$ cat config.mk
export PLATFORM = sky130hd
export DESIGN_NAME = mem_port_arbiter_flat
export DESIGN_NICKNAME = d
export VERILOG_FILES = /design/src/rtl/mem_port_arbiter_if.sv /design/src/rtl/mem_port_arbiter.sv /design/src/flat_wrapper.sv
export SDC_FILE = /design/constraint.sdc
export NUM_CORES = 1
export LEC_CHECK = 0
export CAP_MARGIN = 20
export CORE_AREA = 2 2 206 208
export CTS_CLUSTER_SIZE = 24
export DETAILED_ROUTE_END_ITERATION = 6
export DIE_AREA = 0 0 208 210
export PLACE_DENSITY = 0.58
export SLEW_MARGIN = 40
export SYNTH_ARGS = -nofsm -noshare
export SYNTH_HDL_FRONTEND = slang
export SYNTH_SLANG_ARGS = --single-unit
$ cat constraint.sdc
create_clock -name clk -period 1.94 [get_ports clk]
set_input_delay 0.388 -clock clk [delete_from_list [all_inputs] [get_ports clk]]
set_output_delay 0.388 -clock clk [all_outputs]
set_load 0.02 [all_outputs]
$ cat src/rtl/mem_port_arbiter_if.sv
// Signal bundle between the IFU/LSU requesters, the memory bridge and mem_port_arbiter.
// The slave modport is the arbiter's view; master is the surrounding environment.
interface mem_port_arbiter_if #(
  parameter int unsigned ADDR_W = 64,
  parameter int unsigned DATA_W = 64
) ();
  logic              flush;

  logic              if_req_valid;
  logic              if_req_ready;
  logic [ADDR_W-1:0] if_addr;
  logic              if_resp_valid;
  logic [DATA_W-1:0] if_rdata;

  logic              ls_req_valid;
  logic              ls_req_ready;
  logic [ADDR_W-1:0] ls_addr;
  logic              ls_wen;
  logic [DATA_W-1:0] ls_wdata;
  logic [3:0]        ls_wlen;
  logic              ls_resp_valid;
  logic [DATA_W-1:0] ls_rdata;

  logic              mem_req_valid;
  logic              mem_req_ready;
  logic [ADDR_W-1:0] mem_addr;
  logic              mem_wen;
  logic [DATA_W-1:0] mem_wdata;
  logic [3:0]        mem_wlen;
  logic              mem_resp_valid;
  logic [DATA_W-1:0] mem_rdata;

  logic              busy;

  modport slave (
    input  flush,
    input  if_req_valid, if_addr,
    output if_req_ready, if_resp_valid, if_rdata,
    input  ls_req_valid, ls_addr, ls_wen, ls_wdata, ls_wlen,
    output ls_req_ready, ls_resp_valid, ls_rdata,
    output mem_req_valid, mem_addr, mem_wen, mem_wdata, mem_wlen,
    input  mem_req_ready, mem_resp_valid, mem_rdata,
    output busy
  );

  modport master (
    output flush,
    output if_req_valid, if_addr,
    input  if_req_ready, if_resp_valid, if_rdata,
    output ls_req_valid, ls_addr, ls_wen, ls_wdata, ls_wlen,
    input  ls_req_ready, ls_resp_valid, ls_rdata,
    input  mem_req_valid, mem_addr, mem_wen, mem_wdata, mem_wlen,
    output mem_req_ready, mem_resp_valid, mem_rdata,
    input  busy
  );
endinterface

$ cat src/rtl/mem_port_arbiter.sv
// Shares one memory port between instruction fetch and load/store, one transaction at a time.
// LSU has fixed priority; a starvation counter hands the IFU a contended grant after STARVE_MAX losses.
module mem_port_arbiter #(
  parameter int unsigned ADDR_W     = 64,
  parameter int unsigned DATA_W     = 64,
  parameter int unsigned STARVE_MAX = 4
) (
  input logic               clk,
  input logic               rstn,
  mem_port_arbiter_if.slave bus
);

  localparam int unsigned    CntW      = $clog2(STARVE_MAX + 1);
  localparam logic [CntW-1:0] StarveMax = CntW'(STARVE_MAX);

  typedef enum logic [1:0] {StIdle, StReq, StWait} state_e;

  state_e            state_q;
  logic              owner_if_q;
  logic              drop_q;
  logic [CntW-1:0]   starve_q;
  logic              busy_q;

  logic              mem_req_valid_q;
  logic [ADDR_W-1:0] mem_addr_q;
  logic              mem_wen_q;
  logic [DATA_W-1:0] mem_wdata_q;
  logic [3:0]        mem_wlen_q;

  logic              if_resp_valid_q;
  logic [DATA_W-1:0] if_rdata_q;
  logic              ls_resp_valid_q;
  logic [DATA_W-1:0] ls_rdata_q;

  logic idle, starved, if_win, ls_win, if_fire, ls_fire, drop_now;

  always_comb begin
    idle     = (state_q == StIdle);
    starved  = (starve_q == StarveMax);
    // IFU takes a contended slot only once starved; a flush blocks any new fetch.
    if_win   = bus.if_req_valid && !bus.flush && (!bus.ls_req_valid || starved);
    ls_win   = bus.ls_req_valid && !if_win;
    if_fire  = idle && if_win;
    ls_fire  = idle && ls_win;
    drop_now = drop_q || (owner_if_q && bus.flush);
  end

  assign bus.if_req_ready  = if_fire;
  assign bus.ls_req_ready  = ls_fire;
  assign bus.mem_req_valid = mem_req_valid_q;
  assign bus.mem_addr      = mem_addr_q;
  assign bus.mem_wen       = mem_wen_q;
  assign bus.mem_wdata     = mem_wdata_q;
  assign bus.mem_wlen      = mem_wlen_q;
  assign bus.if_resp_valid = if_resp_valid_q;
  assign bus.if_rdata      = if_rdata_q;
  assign bus.ls_resp_valid = ls_resp_valid_q;
  assign bus.ls_rdata      = ls_rdata_q;
  assign bus.busy          = busy_q;

  always_ff @(posedge clk) begin
    if (!rstn) begin
      state_q         <= StIdle;
      owner_if_q      <= 1'b0;
      drop_q          <= 1'b0;
      starve_q        <= '0;
      busy_q          <= 1'b0;
      mem_req_valid_q <= 1'b0;
      mem_addr_q      <= '0;
      mem_wen_q       <= 1'b0;
      mem_wdata_q     <= '0;
      mem_wlen_q      <= '0;
      if_resp_valid_q <= 1'b0;
      if_rdata_q      <= '0;
      ls_resp_valid_q <= 1'b0;
      ls_rdata_q      <= '0;
    end else begin
      if_resp_valid_q <= 1'b0;
      ls_resp_valid_q <= 1'b0;
      unique case (state_q)
        StIdle: begin
          if (if_fire || ls_fire) begin
            state_q         <= StReq;
            busy_q          <= 1'b1;
            mem_req_valid_q <= 1'b1;
            owner_if_q      <= if_fire;
            if (if_fire) begin
              mem_addr_q  <= bus.if_addr;
              mem_wen_q   <= 1'b0;
              mem_wdata_q <= '0;
              mem_wlen_q  <= '0;
              starve_q    <= '0;
            end else begin
              mem_addr_q  <= bus.ls_addr;
              mem_wen_q   <= bus.ls_wen;
              mem_wdata_q <= bus.ls_wdata;
              mem_wlen_q  <= bus.ls_wlen;
              if (bus.if_req_valid && !starved) begin
                starve_q <= starve_q + 1'b1;
              end
            end
          end
        end
        StReq: begin
          if (owner_if_q && bus.flush) begin
            drop_q <= 1'b1;
          end
          if (bus.mem_req_ready) begin
            mem_req_valid_q <= 1'b0;
            state_q         <= StWait;
          end
        end
        StWait: begin
          if (bus.mem_resp_valid) begin
            state_q <= StIdle;
            busy_q  <= 1'b0;
            drop_q  <= 1'b0;
            if (!owner_if_q) begin
              ls_resp_valid_q <= 1'b1;
              ls_rdata_q      <= mem_wen_q ? '0 : bus.mem_rdata;
            end else if (!drop_now) begin
              // A flushed fetch still drains the memory but never reaches the IFU.
              if_resp_valid_q <= 1'b1;
              if_rdata_q      <= bus.mem_rdata;
            end
          end else if (owner_if_q && bus.flush) begin
            drop_q <= 1'b1;
          end
        end
        default: state_q <= StIdle;
      endcase
    end
  end

endmodule

$ cat src/flat_wrapper.sv
// flat-port wrapper written by rule: the top's interface ports become plain ports
module mem_port_arbiter_flat 
#(
  parameter int unsigned ADDR_W     = 64,
  parameter int unsigned DATA_W     = 64,
  parameter int unsigned STARVE_MAX = 4
)
  (clk, rstn, bus_flush, bus_if_req_valid, bus_if_addr, bus_if_req_ready, bus_if_resp_valid, bus_if_rdata, bus_ls_req_valid, bus_ls_addr, bus_ls_wen, bus_ls_wdata, bus_ls_wlen, bus_ls_req_ready, bus_ls_resp_valid, bus_ls_rdata, bus_mem_req_valid, bus_mem_addr, bus_mem_wen, bus_mem_wdata, bus_mem_wlen, bus_mem_req_ready, bus_mem_resp_valid, bus_mem_rdata, bus_busy);
  mem_port_arbiter_if #(.ADDR_W(ADDR_W), .DATA_W(DATA_W)) bus_i ();
  input logic clk;
  input logic rstn;
  input wire logic [$bits(bus_i.flush)-1:0] bus_flush;
  input wire logic [$bits(bus_i.if_req_valid)-1:0] bus_if_req_valid;
  input wire logic [$bits(bus_i.if_addr)-1:0] bus_if_addr;
  output wire logic [$bits(bus_i.if_req_ready)-1:0] bus_if_req_ready;
  output wire logic [$bits(bus_i.if_resp_valid)-1:0] bus_if_resp_valid;
  output wire logic [$bits(bus_i.if_rdata)-1:0] bus_if_rdata;
  input wire logic [$bits(bus_i.ls_req_valid)-1:0] bus_ls_req_valid;
  input wire logic [$bits(bus_i.ls_addr)-1:0] bus_ls_addr;
  input wire logic [$bits(bus_i.ls_wen)-1:0] bus_ls_wen;
  input wire logic [$bits(bus_i.ls_wdata)-1:0] bus_ls_wdata;
  input wire logic [$bits(bus_i.ls_wlen)-1:0] bus_ls_wlen;
  output wire logic [$bits(bus_i.ls_req_ready)-1:0] bus_ls_req_ready;
  output wire logic [$bits(bus_i.ls_resp_valid)-1:0] bus_ls_resp_valid;
  output wire logic [$bits(bus_i.ls_rdata)-1:0] bus_ls_rdata;
  output wire logic [$bits(bus_i.mem_req_valid)-1:0] bus_mem_req_valid;
  output wire logic [$bits(bus_i.mem_addr)-1:0] bus_mem_addr;
  output wire logic [$bits(bus_i.mem_wen)-1:0] bus_mem_wen;
  output wire logic [$bits(bus_i.mem_wdata)-1:0] bus_mem_wdata;
  output wire logic [$bits(bus_i.mem_wlen)-1:0] bus_mem_wlen;
  input wire logic [$bits(bus_i.mem_req_ready)-1:0] bus_mem_req_ready;
  input wire logic [$bits(bus_i.mem_resp_valid)-1:0] bus_mem_resp_valid;
  input wire logic [$bits(bus_i.mem_rdata)-1:0] bus_mem_rdata;
  output wire logic [$bits(bus_i.busy)-1:0] bus_busy;
  assign bus_i.flush = bus_flush;
  assign bus_i.if_req_valid = bus_if_req_valid;
  assign bus_i.if_addr = bus_if_addr;
  assign bus_if_req_ready = bus_i.if_req_ready;
  assign bus_if_resp_valid = bus_i.if_resp_valid;
  assign bus_if_rdata = bus_i.if_rdata;
  assign bus_i.ls_req_valid = bus_ls_req_valid;
  assign bus_i.ls_addr = bus_ls_addr;
  assign bus_i.ls_wen = bus_ls_wen;
  assign bus_i.ls_wdata = bus_ls_wdata;
  assign bus_i.ls_wlen = bus_ls_wlen;
  assign bus_ls_req_ready = bus_i.ls_req_ready;
  assign bus_ls_resp_valid = bus_i.ls_resp_valid;
  assign bus_ls_rdata = bus_i.ls_rdata;
  assign bus_mem_req_valid = bus_i.mem_req_valid;
  assign bus_mem_addr = bus_i.mem_addr;
  assign bus_mem_wen = bus_i.mem_wen;
  assign bus_mem_wdata = bus_i.mem_wdata;
  assign bus_mem_wlen = bus_i.mem_wlen;
  assign bus_i.mem_req_ready = bus_mem_req_ready;
  assign bus_i.mem_resp_valid = bus_mem_resp_valid;
  assign bus_i.mem_rdata = bus_mem_rdata;
  assign bus_busy = bus_i.busy;
  mem_port_arbiter #(.ADDR_W(ADDR_W), .DATA_W(DATA_W), .STARVE_MAX(STARVE_MAX)) u_core (.clk(clk), .rstn(rstn), .bus(bus_i));
endmodule
==> report_table.html <==
<table>
<tr><th>Metric</th><th>Value</th></tr>
<tr><th colspan="2">Synth</th></tr>
<tr><td>Synth Area in Compound Gates</td><td>0.244</td></tr>
<tr><td>Synth Area in XOR/XNOR</td><td>0</td></tr>
<tr><td>Yosys warnings</td><td>0</td></tr>
<tr><td>Sequential area share after synthesis</td><td>0.470</td></tr>
<tr><td>Adder and majority cell fraction of the synthesized area</td><td>0.00648</td></tr>
<tr><td>Multiplexer share of the synthesized area</td><td>0.000864</td></tr>
<tr><td>Post-synthesis cell type count</td><td>38</td></tr>
<tr><td>Combined area of all synthesized cells</td><td>11600 µm²</td></tr>
<tr><td>Combinational family with the most area after synthesis</td><td>compound AO/OA/AOI/OAI gates</td></tr>
<tr><td>Synth top area share</td><td>0.470</td></tr>
<tr><td>Largest cells by area after synthesis</td><td>dfxtp_1 47%, a22o_1 9.7%, nand2_1 6.7%, a21oi_1 5.9%, o31a_1 4.9%</td></tr>
<tr><td>Share of flip-flops with an asynchronous set or reset</td><td>0</td></tr>
<tr><td>Number of storage elements in the synthesis netlist</td><td>272</td></tr>
<tr><td>Number of cells produced by synthesis</td><td>1320</td></tr>
<tr><td>Mean cell area of the mapped netlist</td><td>approximately 8.8 µm²</td></tr>
<tr><td>Dominant synthesized flop cell</td><td>dfxtp_1</td></tr>
<tr><td>Nets in the synthesized netlist</td><td>~1600</td></tr>
<tr><td>Library cell occupying the most area in the post-synthesis netlist</td><td>dfxtp_1</td></tr>
<tr><td>Share of synthesized cell area in and, or, nand and nor gates</td><td>0.220</td></tr>
<tr><td>Number of enable-type register cells in the synthesized netlist</td><td>0</td></tr>
<tr><th colspan="2">Floorplanning</th></tr>
<tr><td>Area of the die</td><td>43700 µm²</td></tr>
<tr><td>Core footprint</td><td>41500 µm²</td></tr>
<tr><td>Boundary Pins</td><td>535</td></tr>
<tr><td>Initial Util</td><td>0.279</td></tr>
<tr><td>Die outline height</td><td>210 µm</td></tr>
<tr><td>Die X</td><td>208 µm</td></tr>
<tr><td>Cell row count</td><td>75</td></tr>
<tr><th colspan="2">Place</th></tr>
<tr><td>Quantity of I/O buffers inserted on ports</td><td>about 530</td></tr>
<tr><td>Worst slack at placement</td><td>-488 ps</td></tr>
<tr><td>GPL Wtd Cong</td><td>0.797</td></tr>
<tr><td>DP Wirelength</td><td>between 30000 and 40000 µm</td></tr>
<tr><td>Post-DP Area</td><td>approximately 18000 µm²</td></tr>
<tr><th colspan="2">Worst hold path</th></tr>
<tr><td>Hold Path End</td><td>u_core.state_q[1]</td></tr>
<tr><td>Min-delay src</td><td>rstn</td></tr>
<tr><td>Path type of the worst min-delay path</td><td>in -&gt; reg</td></tr>
<tr><td>Min-Delay Path Depth</td><td>4</td></tr>
<tr><th colspan="2">Power</th></tr>
<tr><td>Power per unit of standard cell area</td><td>870 nW/µm²</td></tr>
<tr><td>Total Power</td><td>approximately 17000 µW</td></tr>
<tr><td>LEAKAGE</td><td>0.00824 µW</td></tr>
<tr><td>Worst voltage drop across the vdd grid</td><td>about 0.51 mV</td></tr>
<tr><th colspan="2">Clocking</th></tr>
<tr><td>Clock transition at path regs</td><td>approximately 60 ps</td></tr>
<tr><td>Clock latency reported for the late side of the worst-skew pair</td><td>540 ps</td></tr>
<tr><td>Number of sinks on the clock net</td><td>272</td></tr>
<tr><td>CTS buffer count</td><td>34</td></tr>
<tr><td>Max Buffers Root-to-Sink</td><td>3</td></tr>
<tr><td>Root buffer cell</td><td>clkbuf_16</td></tr>
<tr><td>Clock tree from TritonCTS</td><td>done</td></tr>
<tr><td>Maximum level of the CTS H-tree</td><td>2</td></tr>
<tr><th colspan="2">Global route</th></tr>
<tr><td>First-pass GRT wire length</td><td>69800 µm</td></tr>
<tr><td>Total track usage</td><td>0.200</td></tr>
<tr><td>GR Overflow Total</td><td>0</td></tr>
<tr><td>Number of global-route vias before repair</td><td>~12000</td></tr>
<tr><td>Pin count of the biggest net entering global routing</td><td>129</td></tr>
<tr><td>Number of antenna violations at the first check in global routing</td><td>3</td></tr>
<tr><th colspan="2">STA</th></tr>
<tr><td>Ratio of final minimum period to clock period</td><td>1.07</td></tr>
<tr><td>Highest clock rate</td><td>between 400 and 500 MHz</td></tr>
<tr><td>Final total negative setup slack</td><td>-194 ps</td></tr>
<tr><td>Worst clock skew on the final layout</td><td>27.0 ps</td></tr>
<tr><td>Count of endpoints failing hold in the final timing report</td><td>0</td></tr>
<tr><td>Number of max-slew violations in the final report</td><td>0</td></tr>
<tr><td>Worst hold slack</td><td>about 350 ps</td></tr>
<tr><td>Unrepaired setup endpoints after global routing</td><td>yes</td></tr>
<tr><td>Worst-margin pin slew</td><td>720 ps</td></tr>
<tr><td>Final Critical Period</td><td>2070 ps</td></tr>
<tr><td>Headroom to the max-slew limit</td><td>0.520</td></tr>
<tr><td>Worst setup margin</td><td>-131 ps</td></tr>
<tr><td>Setup violators final</td><td>2</td></tr>
<tr><th colspan="2">Worst setup path</th></tr>
<tr><td>Start point of the critical path</td><td>u_core.starve_q[0]</td></tr>
<tr><td>Required time of the worst setup path</td><td>1550 ps</td></tr>
<tr><td>Kind of end point of the critical path</td><td>primary output</td></tr>
<tr><td>R2r worst-path depth</td><td>7</td></tr>
<tr><td>Worst-path maximum fanout</td><td>2</td></tr>
<tr><td>Class of the most critical setup path</td><td>reg -&gt; out</td></tr>
<tr><td>Crit start category</td><td>flop</td></tr>
<tr><td>Data arrival time of the critical path</td><td>roughly 1700 ps</td></tr>
<tr><td>Worst reg2reg endpoint</td><td>u_core.bus.mem_wdata[26]</td></tr>
<tr><td>Register-to-Register Setup Slack</td><td>120 ps</td></tr>
<tr><td>Reg-to-reg critical path startpoint</td><td>u_core.state_q[0]</td></tr>
<tr><th colspan="2">Detailed routing</th></tr>
<tr><td>Total iterations of the first detailed-routing run</td><td>4</td></tr>
<tr><td>Count of unresolved DRC violations after routing</td><td>0</td></tr>
<tr><td>Post-DRT Antenna Nets</td><td>0</td></tr>
<tr><td>Drt via density</td><td>4.99</td></tr>
<tr><td>Vias post-DR</td><td>11900</td></tr>
<tr><td>First-iteration detailed-routing DRC count</td><td>644</td></tr>
<tr><td>Total length of routed wires</td><td>46300 µm</td></tr>
<tr><td>WL/cell</td><td>19.4 µm</td></tr>
<tr><th colspan="2">Cells and area</th></tr>
<tr><td>Leading cell type in the layout, fill and taps excluded</td><td>clkdlybuf4s50_1</td></tr>
<tr><td>Final std cell area, no fill</td><td>about 19000 µm²</td></tr>
<tr><td>Fraction of layout cells with a size suffix above 1</td><td>0.0859</td></tr>
<tr><td>Layout-stage area growth over the synthesis result</td><td>64.4%</td></tr>
<tr><td>Total Nets Final</td><td>~2100</td></tr>
<tr><td>Commonest non-fill, non-tap cells in the layout</td><td>434 x clkdlybuf4s50_1, 268 x dfxtp_1, 206 x nand2_1</td></tr>
<tr><th colspan="2">Status</th></tr>
<tr><td>Violations in the final reports</td><td>negative setup slack</td></tr>
<tr><td>Outcome</td><td>complete, but fails checks</td></tr>
<tr><th colspan="2">Run</th></tr>
<tr><td>Number of maximum-capacitance constraint violations</td><td>0</td></tr>
</table>
==> repair_timing <==
action,CTS,global route
pin swaps,6,3
resized for setup,60,66
endpoints found under the setup margin,108,66
buffers inserted,1,4
hold buffers,0,0
==> worst max-delay path by stage <==
stage                            end  slack [ps]  cells after the start
finish              bus_if_req_ready        -130                      6
global route        bus_if_req_ready        -190                      6
CTS                 bus_if_req_ready        -160                      6
detailed placement  bus_if_req_ready        -490                      5
global placement    bus_if_req_ready        -470                      5
floorplan           bus_if_req_ready          20                      8
==> critical path, stage by stage, from the launching register on <==
cell and delay [ps]:
dfxtp_2 320, inv_2 60, ha_4 160, a21boi_4 50
or3_4 380, inv_2 70, buf_6 110
==> area by class of cell <==
class,instances,area (µm²)
clock inverter,10,119
clock buffer,48,973
multi-input combinational,904,5540
inverter,8,35.0
antenna,2,5.00
sequential,272,5450
tap,539,674
fill,4095,22400
timing repair buffer,608,6250
==> through the flow <==
step                      utilization  instances
final                           0.459       2391
after global routing            0.459       2389
after CTS                       0.454       2385
after detailed placement        0.427       2326
after global placement          0.427       2326
after floorplan                     -       1320
==> metal layers <==
| layer | GRT usage | wire length, µm |
|---|---|---|
| met1 | 0.265 | 20700 |
| met2 | 0.316 | 21100 |
| met3 | 0.0586 | 3400 |
| met4 | 0.0558 | 1060 |
| met5 | 0 | 13 |
==> power breakdown <==
group / leakage, µW / switching, µW / internal (µW)
clock: 0.000541 / 2510 / 3770
combinational: 0.00549 / 2100 / 1980
sequential: 0.00222 / 239 / 5980
total: 0.00824 / 4860 / 11700
==> Yosys cell counts (all sizes together), types with 6 or more instances <==
library cell  instances
o31a                 65
o21ai                66
clkbuf               83
nand2               208
nor2b                69
dfxtp               272
nor3                 68
and3                 64
buf                  53
nand3b               64
ha                    6
inv                   8
a22o                128
a21oi               137
==> cell families (layout without fill, tap and decap cells) <==
group | count (synthesis) | after routing
other cells | 0 | 2
fa+ha+maj | 6 | 6
simple gates | 488 | 488
mux | 1 | 1
compound gates | 409 | 409
buf+inv | 144 | 674
flops | 272 | 272
==> sequential cells by signal, indices dropped and copies added (netlist names) <==
signal and flops:
u_core.bus.ls_resp_valid 1, u_core.bus.mem_wlen 4, u_core.bus.mem_wdata 64, u_core.state_q 2
u_core.bus.mem_wen 1, u_core.owner_if_q 1, u_core.bus.ls_rdata 64, u_core.bus.if_resp_valid 1
u_core.starve_q 3, u_core.bus.busy 1, u_core.bus.if_rdata 64, u_core.bus.mem_addr 64
u_core.bus.mem_req_valid 1, u_core.drop_q 1
No activity file was read; power rests on OpenSTA's default activity.
